File: config.mk
export PLATFORM = sky130hd
export DESIGN_NAME = xbar_router
export DESIGN_NICKNAME = d
export VERILOG_FILES = /design/src/rtl/xbar_router_pkg.sv /design/src/rtl/xbar_src_fifo.sv /design/src/rtl/xbar_router.sv
export SDC_FILE = /design/constraint.sdc
export NUM_CORES = 1
export LEC_CHECK = 0
export ABC_AREA = 1
export BUFFER_PORTS_ARGS = -buffer_cell sky130_fd_sc_hd__buf_2
export CAP_MARGIN = 20
export CORE_MARGIN = 10
export CORE_UTILIZATION = 47
export CTS_BUF_LIST = sky130_fd_sc_hd__clkbuf_4
export DETAILED_ROUTE_END_ITERATION = 6
export PLACE_DENSITY = 0.73
export RECOVER_POWER = 50
export SKIP_CTS_REPAIR_TIMING = 1
export SYNTH_ARGS = -nofsm -noshare
export SYNTH_HDL_FRONTEND = slang
export SYNTH_SLANG_ARGS = --single-unit
File: constraint.sdc
create_clock -name clock -period 2.59 [get_ports clock]
set_input_delay 0.1295 -clock clock [delete_from_list [all_inputs] [get_ports clock]]
set_output_delay 0.1295 -clock clock [all_outputs]
set_load 0.05 [all_outputs]
File: src/rtl/xbar_router_pkg.sv
// Shared types and default sizing for the PE-to-accumulate-buffer crossbar.
// DATA_PACKET is the unit carried from a PE source FIFO to a destination port.
package xbar_router_pkg;

  localparam int NUM_SRC_DEFAULT    = 4;
  localparam int NUM_DST_DEFAULT    = 4;
  localparam int FIFO_DEPTH_DEFAULT = 4;

  localparam int INDEX_W = 8;
  localparam int DATA_W  = 16;

  typedef struct packed {
    logic               valid;
    logic [INDEX_W-1:0] index;
    logic [DATA_W-1:0]  data;
  } DATA_PACKET;

endpackage

File: src/rtl/xbar_src_fifo.sv
// Per-source packet FIFO with wrap-bit pointers and a sticky overflow flag.
// A pop in the same cycle never makes room for a push; full is judged on current pointers.
module xbar_src_fifo
  import xbar_router_pkg::*;
#(
  parameter int DEPTH = FIFO_DEPTH_DEFAULT
) (
  input  logic       clock,
  input  logic       reset,
  input  DATA_PACKET push_packet,
  output logic       in_ready,
  input  logic       pop,
  output DATA_PACKET head,
  output logic       empty,
  output logic       overflow
);

  localparam int PTR_W = $clog2(DEPTH);

  logic [PTR_W:0] wt_ptr;
  logic [PTR_W:0] rd_ptr;
  logic           full;
  logic           push;
  DATA_PACKET     mem [DEPTH];

  assign full     = (wt_ptr[PTR_W-1:0] == rd_ptr[PTR_W-1:0]) && (wt_ptr[PTR_W] != rd_ptr[PTR_W]);
  assign empty    = (wt_ptr == rd_ptr);
  assign in_ready = !full;
  assign push     = push_packet.valid && !full;
  assign head     = mem[rd_ptr[PTR_W-1:0]];

  always_ff @(posedge clock or negedge reset) begin
    if (!reset) begin
      wt_ptr   <= '0;
      rd_ptr   <= '0;
      overflow <= 1'b0;
    end else begin
      if (push) wt_ptr <= wt_ptr + (PTR_W+1)'(1);
      if (pop)  rd_ptr <= rd_ptr + (PTR_W+1)'(1);
      if (push_packet.valid && full) overflow <= 1'b1;
    end
  end

  // Storage needs no reset: an entry is only read after it has been written.
  always_ff @(posedge clock) begin
    if (push) mem[wt_ptr[PTR_W-1:0]] <= push_packet;
  end

endmodule

File: src/rtl/xbar_router.sv
// Source-FIFO crossbar: each FIFO head requests one destination, and every destination
// picks a requester round-robin into a registered output slot with ready backpressure.
module xbar_router
  import xbar_router_pkg::*;
#(
  parameter int NUM_SRC    = NUM_SRC_DEFAULT,
  parameter int NUM_DST    = NUM_DST_DEFAULT,
  parameter int FIFO_DEPTH = FIFO_DEPTH_DEFAULT
) (
  input  logic               clock,
  input  logic               reset,
  input  DATA_PACKET         in_packet [NUM_SRC],
  output logic [NUM_SRC-1:0] in_ready,
  output DATA_PACKET         out_packet [NUM_DST],
  output logic [NUM_DST-1:0] out_valid,
  input  logic [NUM_DST-1:0] out_ready,
  output logic               busy,
  output logic [NUM_SRC-1:0] overflow
);

  localparam int DST_SEL_W = $clog2(NUM_DST);
  localparam int SRC_W     = (NUM_SRC > 1) ? $clog2(NUM_SRC) : 1;

  DATA_PACKET         head [NUM_SRC];
  logic [NUM_SRC-1:0] empty;
  logic [NUM_SRC-1:0] pop;
  logic [NUM_SRC-1:0] req [NUM_DST];
  logic [NUM_DST-1:0] grant;
  logic [SRC_W-1:0]   grant_src [NUM_DST];
  logic [SRC_W-1:0]   rr_ptr [NUM_DST];
  logic [SRC_W-1:0]   cand;

  function automatic logic [SRC_W-1:0] wrap_src(input int v);
    return SRC_W'(v % NUM_SRC);
  endfunction

  for (genvar s = 0; s < NUM_SRC; s++) begin : g_src
    xbar_src_fifo #(
      .DEPTH(FIFO_DEPTH)
    ) u_fifo (
      .clock      (clock),
      .reset      (reset),
      .push_packet(in_packet[s]),
      .in_ready   (in_ready[s]),
      .pop        (pop[s]),
      .head       (head[s]),
      .empty      (empty[s]),
      .overflow   (overflow[s])
    );
  end

  // Each source asks for exactly one destination, so each source pops at most once per cycle.
  always_comb begin
    pop   = '0;
    grant = '0;
    cand  = '0;
    for (int d = 0; d < NUM_DST; d++) begin
      req[d]       = '0;
      grant_src[d] = '0;
    end
    for (int s = 0; s < NUM_SRC; s++) begin
      if (!empty[s]) req[head[s].index[DST_SEL_W-1:0]][s] = 1'b1;
    end
    for (int d = 0; d < NUM_DST; d++) begin
      if (!out_valid[d] || out_ready[d]) begin
        for (int k = 0; k < NUM_SRC; k++) begin
          cand = wrap_src(int'(rr_ptr[d]) + k);
          if (!grant[d] && req[d][cand]) begin
            grant[d]     = 1'b1;
            grant_src[d] = cand;
          end
        end
      end
    end
    for (int d = 0; d < NUM_DST; d++) begin
      if (grant[d]) pop[grant_src[d]] = 1'b1;
    end
  end

  always_ff @(posedge clock or negedge reset) begin
    if (!reset) begin
      out_valid <= '0;
      for (int d = 0; d < NUM_DST; d++) begin
        out_packet[d] <= '0;
        rr_ptr[d]     <= '0;
      end
    end else begin
      for (int d = 0; d < NUM_DST; d++) begin
        if (grant[d]) begin
          out_packet[d]       <= head[grant_src[d]];
          out_packet[d].valid <= 1'b1;
          out_valid[d]        <= 1'b1;
          rr_ptr[d]           <= wrap_src(int'(grant_src[d]) + 1);
        end else if (out_ready[d]) begin
          out_valid[d]        <= 1'b0;
          out_packet[d].valid <= 1'b0;
        end
      end
    end
  end

  assign busy = (|(~empty)) | (|out_valid);

endmodule

==> results by group, run 1 <==
Routing
  • Vias per cell: between 5 and 6
  • DR WL/cell: 21.3 microns
  • DRT antenna net count: 0
  • Drt initial violations: 2940
  • Met3 wire len: between 7000 and 8000 microns
  • Via count: 23300
  • M1 WL: 32900 microns
  • Final WL: between 80000 and 90000 microns
  • Drt drc: 15
  • Met2 WL: 42900 microns
  • DR top layer: met4
  • Detailed Routing Iterations Pass 1: 7

Place
  • Placed Area: between 20000 and 30000 sq um
  • RD Place Congestion: 0.952
  • Port Buffer Count: 218
  • Placed Cells: approximately 3600
  • Hpwl dp: 56200 microns

Worst setup path
  • CP bufs+invs: 3
  • CP Class: register to register
  • Critical path, cell by cell: buf_6 -> nand2_1 -> nand2_2 -> nand3_4 -> buf_12 -> nand4_1 -> nand3_2 -> nand2_4 -> nand3_4 -> nor2_4 -> nor2_4 -> nand2_8 -> buf_4 -> ha_4 -> nand2_4 -> nand2_4 -> nor2_4 -> nand2_2 -> nand2_1 -> nand2_1
  • Worst EP arrival: between 3000 and 4000 ps
  • Req. time, crit path: between 3000 and 4000 ps
  • Worst setup SP type: register
  • CP peak stage delay: around 440 ps
  • Slowest cell on the critical path: dfrtp_2
  • Crit path capture type: register
  • Crit-path leading delay family: simple AND/OR/NAND/NOR gates
  • Maximum fanout along the worst path: 5

Yosys
  • Share of Yosys cell area claimed by the top area cell type: 0.466
  • Gate Count Post-Synth: about 2600
  • Synth cell count leaders: nand2_1, nand3_1, edfxtp_1
  • Yosys cell types: 35
  • Seq cells post-synth: 520
  • Top cell type by total area after synthesis: edfxtp_1
  • Most frequent cell after synthesis: nand2_1
  • Sequential share of the synthesized area: 0.603
  • Post-Synthesis Cell Area: 24800 sq um
  • Most used DFF post-synth: edfxtp_1
  • Synth Area per Inst: 9.49 sq um
  • Syn nets: 2749
  • Ys async rst share: 0.262
  • Area contributors post-synth: edfxtp_1, dfrtp_1, nand2_1
  • YS warnings: 0
  • Post-synth EDFFs: 384

Die
  • # rows: 84
  • Initial Utilization: 0.473
  • Core ar.: 52300 sq um
  • Top Ports: 219
  • Die footprint: between 60000 and 70000 sq um
  • Die Y-Extent: between 200 and 250 microns
  • Die Width: around 250 microns

Cells and area
  • Final net count: 3480
  • Fillers: 3951
  • Final std cells w/o fill: 4143
  • Cell area after layout: 34200 sq um
  • Layout Utilization: 0.654
  • Layout area overhead: 38.1%
  • Share of layout cells above drive strength 1: 0.300

Status
  • Status: complete, but fails checks
  • Violated checks: DRC, capacitance limit, slew limit, setup timing

Global routing
  • Global Route Usage Sum: 0.246
  • Pin count of the biggest net entering global routing: 64
  • Initial antenna violation count: 4
  • Vias in the first global route: 21000
  • GRT overflow: 0
  • Global-route wire length before repair: 119000 microns

Worst hold path
  • Hold WC Path Type: input pin to register

Timing
  • Setup ws final: -305 ps
  • Max Fclk: 345 MHz
  • Final min period: 2900 ps
  • Slew @ Worst Pin: 1610 ps
  • Final Hold Vio Count: 0
  • Max Slew Vio Count: 60
  • RSZ-0062 raised after global routing: true
  • Clock Skew: 81.5 ps
  • Slew HR: -0.0734
  • Final period utilization: 1.12
  • Setup Viol. Count Final: 99

CTS
  • CTS Buf Count: between 100 and 150
  • Worst-path clk slew: roughly 70 ps
  • TritonCTS clock tree: yes
  • Clock Sink Count: 520
  • H-Tree Depth: 4
  • Clock buffer depth: 3
  • Clk root buf: clkbuf_4
  • Clk Latency, worst-skew pair: 1000 ps

Job
  • Max-cap violations: 1
## final cells by class
type / count / area, sq um / share of cell area
multi-input combinational: 1803 / 9640 / 0.282
clock inverter: 37 / 260 / 0.00761
timing repair buffer: 762 / 6480 / 0.189
tap: 688 / 861 / 0.0252
sequential: 520 / 14900 / 0.437
clock buffer: 207 / 1550 / 0.0454
inverter: 119 / 467 / 0.0136
antenna: 7 / 17.5 / 0.000512
## worst register-to-register path, delay by kind of cell, from the launching register on
family	cells	cell delay [ps]
fa+ha+maj	1	160
simple gates	16	1730
buf+inv	3	450
flops	1	440
## placed cells by master (no fill, tap or decap), types with 8 or more instances in the layout
cell type      count
nor2_1           153
buf_6             30
edfxtp_1         384
ha_1              27
nand2_1          680
dlygate4sd3_1    206
nand2_2           69
nand3_2           84
clkbuf_4         207
nor2_2            21
clkinv_1          21
a21oi_1           30
inv_2             11
nand2_4           16
nand3_4           15
buf_4            256
buf_12            28
nand3_1          374
inv_1            102
nor2_4            13
dfrtp_1          131
clkbuf_16         17
nand3b_1          22
a32oi_1           22
buf_2            212
xor2_1            14
inv_4              8
nand4_1           26
o22ai_1           66
o21ai_0          138
## final timing paths
path | depth (start not counted) | endpoint | startpoint | slack (ps)
max | 20 | g_src[2].u_fifo.rd_ptr[0]$_DFFE_PN0P_ | g_src[1].u_fifo.rd_ptr[0]$_DFFE_PN0P_ | -310
min | 5 | out_valid[1]$_DFFE_PN0P_ | out_ready[1] | 30
max reg2reg | 20 | g_src[2].u_fifo.rd_ptr[0]$_DFFE_PN0P_ | g_src[1].u_fifo.rd_ptr[0]$_DFFE_PN0P_ | -310
min reg2reg | 1 | out_packet[42]$_DFFE_PN0P_ | out_packet[42]$_DFFE_PN0P_ | 470
max in group asynchronous | 4 | g_src[3].u_fifo.rd_ptr[0]$_DFFE_PN0P_ | reset | 50
min in group asynchronous | 4 | out_packet[16]$_DFFE_PN0P_ | reset | 830
## metal layers
layer | vias to the layer above | global-route usage
met2 | 1210 | 0.404
met3 | 361 | 0.0568
met4 | 0 | 0.138
li1 | 10600 | -
met5 | - | 0
met1 | 11100 | 0.294
## kinds of logic after synthesis
kind of cell / synth area share
simple gates: 0.258
fa+ha+maj: 0.0162
buf+inv: 0.0537
xor+xnor: 0.00601
flops: 0.603
compound gates: 0.0630
## registers in the layout (all words and copies together), names as in the netlist
signal	cells
g_src.u_fifo.mem	384
out_packet	96
g_src.u_fifo.rd_ptr	12
g_src.u_fifo.wt_ptr	12
rr_ptr	8
g_src.u_fifo.overflow	4
out_valid	4
## per-stage QoR
step	setup WS [ps]	setup TNS (ps)	hold WS, ps
global route	-404	-23060	-17.8
CTS	-616	-28310	-918
global placement	-350	-21120	170
detailed placement	-440	-27550	191
finish	-305	-8680	28.4
floorplan	-2.68	-2.68	-166
Power of run 1 is left out: the tool's default activity adds up to more than one toggle a clock period on the data nets, which glitch-free logic cannot reach.
==> inputs of run 2 (changes only) <==
CTS_CLUSTER_SIZE = 14   (was unset)
HOLD_SLACK_MARGIN = 0.15   (was unset)
==> results by group, run 2 (synthesis gave the netlist of run 1 again) <==
Place
  • Hpwl dp: 56200 microns (unchanged)
  • Port Buffer Count: 218 (unchanged)
  • RD Place Congestion: 0.952 (unchanged)

Global routing
  • Vias in the first global route: 21000 (-0.10%)
  • Global Route Usage Sum: 0.247 (+0.000875)
  • Initial antenna violation count: 5 (+1)
  • GRT overflow: 0 (unchanged)
  • Pin count of the biggest net entering global routing: 64 (unchanged)
  • Global-route wire length before repair: 119000 microns (+0.31%)

Timing
  • Final min period: 2890 ps (-5.71 ps)
  • Slew @ Worst Pin: 1590 ps (-15.8 ps)
  • Setup Viol. Count Final: 106 (+7.1%)
  • RSZ-0062 raised after global routing: true
  • Final period utilization: 1.12 (-0.00221)
  • Setup ws final: -299 ps (+5.71 ps)
  • Final Hold Vio Count: 0 (unchanged)
  • Max Slew Vio Count: 60 (unchanged)
  • Fin Hold WS: 234 ps (+205 ps)
  • Max Fclk: 346 MHz (+0.20%)
  • Slew HR: -0.0629 (+0.0105)
  • Clock Skew: 69.1 ps (-12.4 ps)

Routing
  • Drt drc: 9 (-6)
  • Drt initial violations: 2748 (-6.5%)
  • DRT antenna net count: 0 (unchanged)
  • DR WL/cell: 21.7 microns (+1.7%)
  • Via count: 23600 (+1.5%)
  • Final WL: 90500 microns (+2.4%)
  • Detailed Routing Iterations Pass 1: 7 (unchanged)
  • Vias per cell: 5.66 (+0.75%)

Worst setup path
  • Req. time, crit path: 3420 ps (about the same)
  • Worst EP arrival: 3720 ps (about the same)
  • Crit path capture type: register
  • CP Class: register to register
  • Worst setup SP type: register
  • Maximum fanout along the worst path: 5 (unchanged)

CTS
  • TritonCTS clock tree: yes
  • Clock buffer depth: 3 (unchanged)
  • H-Tree Depth: 4 (unchanged)
  • Worst-path clk slew: 60 ps (about the same)
  • CTS Buf Count: 136 (unchanged)
  • Clk Latency, worst-skew pair: 980 ps (-20 ps)
  • Clk root buf: clkbuf_4
  • Clock Sink Count: 520 (unchanged)

Cells and area
  • Commonest non-fill, non-tap cell in the layout: nand2_1
  • Share of layout cells above drive strength 1: 0.316 (+0.0158)
  • Most frequent cells in the layout: nand2_1, edfxtp_1, nand3_1
  • Layout area overhead: 40.4%
  • Max FFs per register: 384 (unchanged)
  • Final net count: 3510 (+0.86%)

Die
  • Core ar.: 52300 sq um (unchanged)
  • Die footprint: 62300 sq um (unchanged)
  • Die Y-Extent: 250 microns (unchanged)
  • Die Width: 250 microns (unchanged)
  • # rows: 84 (unchanged)
  • Top Ports: 219 (unchanged)
  • Initial Utilization: 0.473 (unchanged)

Job
  • Max-cap violations: 1 (unchanged)

Status
  • Status: complete, but fails checks
  • Violated checks: DRC, capacitance limit, slew limit, setup timing

Worst hold path
  • Hold WC Path Type: input pin to register
-- run 2: final cells by class --
type,count,area [sq um]
Sequential cell,520,14900
Antenna cell,6,15.0
Timing Repair Buffer,792,6910
Inverter,119,464
Clock inverter,35,279
Fill cell,3842,17600
Tap cell,688,861
Clock buffer,209,1570
Multi-Input combinational cell,1803,9740
-- run 2: worst paths after layout --
path,startpoint,endpoint,slack (ps),depth (start not counted)
hold reg to reg,out_packet[42]$_DFFE_PN0P_,out_packet[42]$_DFFE_PN0P_,470,1
setup / recovery,g_src[1].u_fifo.rd_ptr[1]$_DFFE_PN0P_,g_src[3].u_fifo.rd_ptr[2]$_DFFE_PN0P_,-300,22
max in group asynchronous,reset,g_src[3].u_fifo.rd_ptr[0]$_DFFE_PN0P_,90,4
min in group asynchronous,reset,out_packet[16]$_DFFE_PN0P_,810,4
hold / removal,in_packet[99],g_src[0].u_fifo.wt_ptr[0]$_DFFE_PN0P_,230,4
setup reg to reg,g_src[1].u_fifo.rd_ptr[1]$_DFFE_PN0P_,g_src[3].u_fifo.rd_ptr[2]$_DFFE_PN0P_,-300,22
-- run 2: metrics by stage --
stage	instances	setup slack [ps]	area, sq um	TNS [ps]	utilization
2_1_floorplan	2611	-2.68	24900	-2.68	-
3_3_place_gp	3634	-350	28400	-21120	0.542
4_1_cts	3878	-619	30200	-28380	0.577
3_5_place_dp	3634	-440	28400	-27550	0.542
5_1_grt	4172	-448	34800	-25810	0.664
6_report	4172	-299	34800	-11770	0.664
-- run 2: metal layers --
| metal | routed length, microns | track usage | share of wire |
|---|---|---|---|
| met5 | 13 | 0 | 0.00014 |
| met4 | 5000 | 0.132 | 0.055 |
| met3 | 8340 | 0.0563 | 0.092 |
| met2 | 43900 | 0.406 | 0.48 |
| met1 | 33300 | 0.298 | 0.37 |
-- run 2: critical path, stage by stage, from the launching register on --
cell	delay [ps]
dfrtp_1	390
buf_4	160
buf_4	140
nand3_2	70
nand2_2	60
buf_12	150
nor2_4	140
nand3_2	120
nand2_2	110
nand2_1	60
nand2_1	70
nand3_1	70
nand2_1	60
nand2_1	60
buf_4	150
a21oi_4	250
ha_2	230
nand2_1	60
nand2_2	90
nor2_4	70
buf_6	120
nand3_1	60
nand2_1	60
Power of run 2 is left out for the same reason.
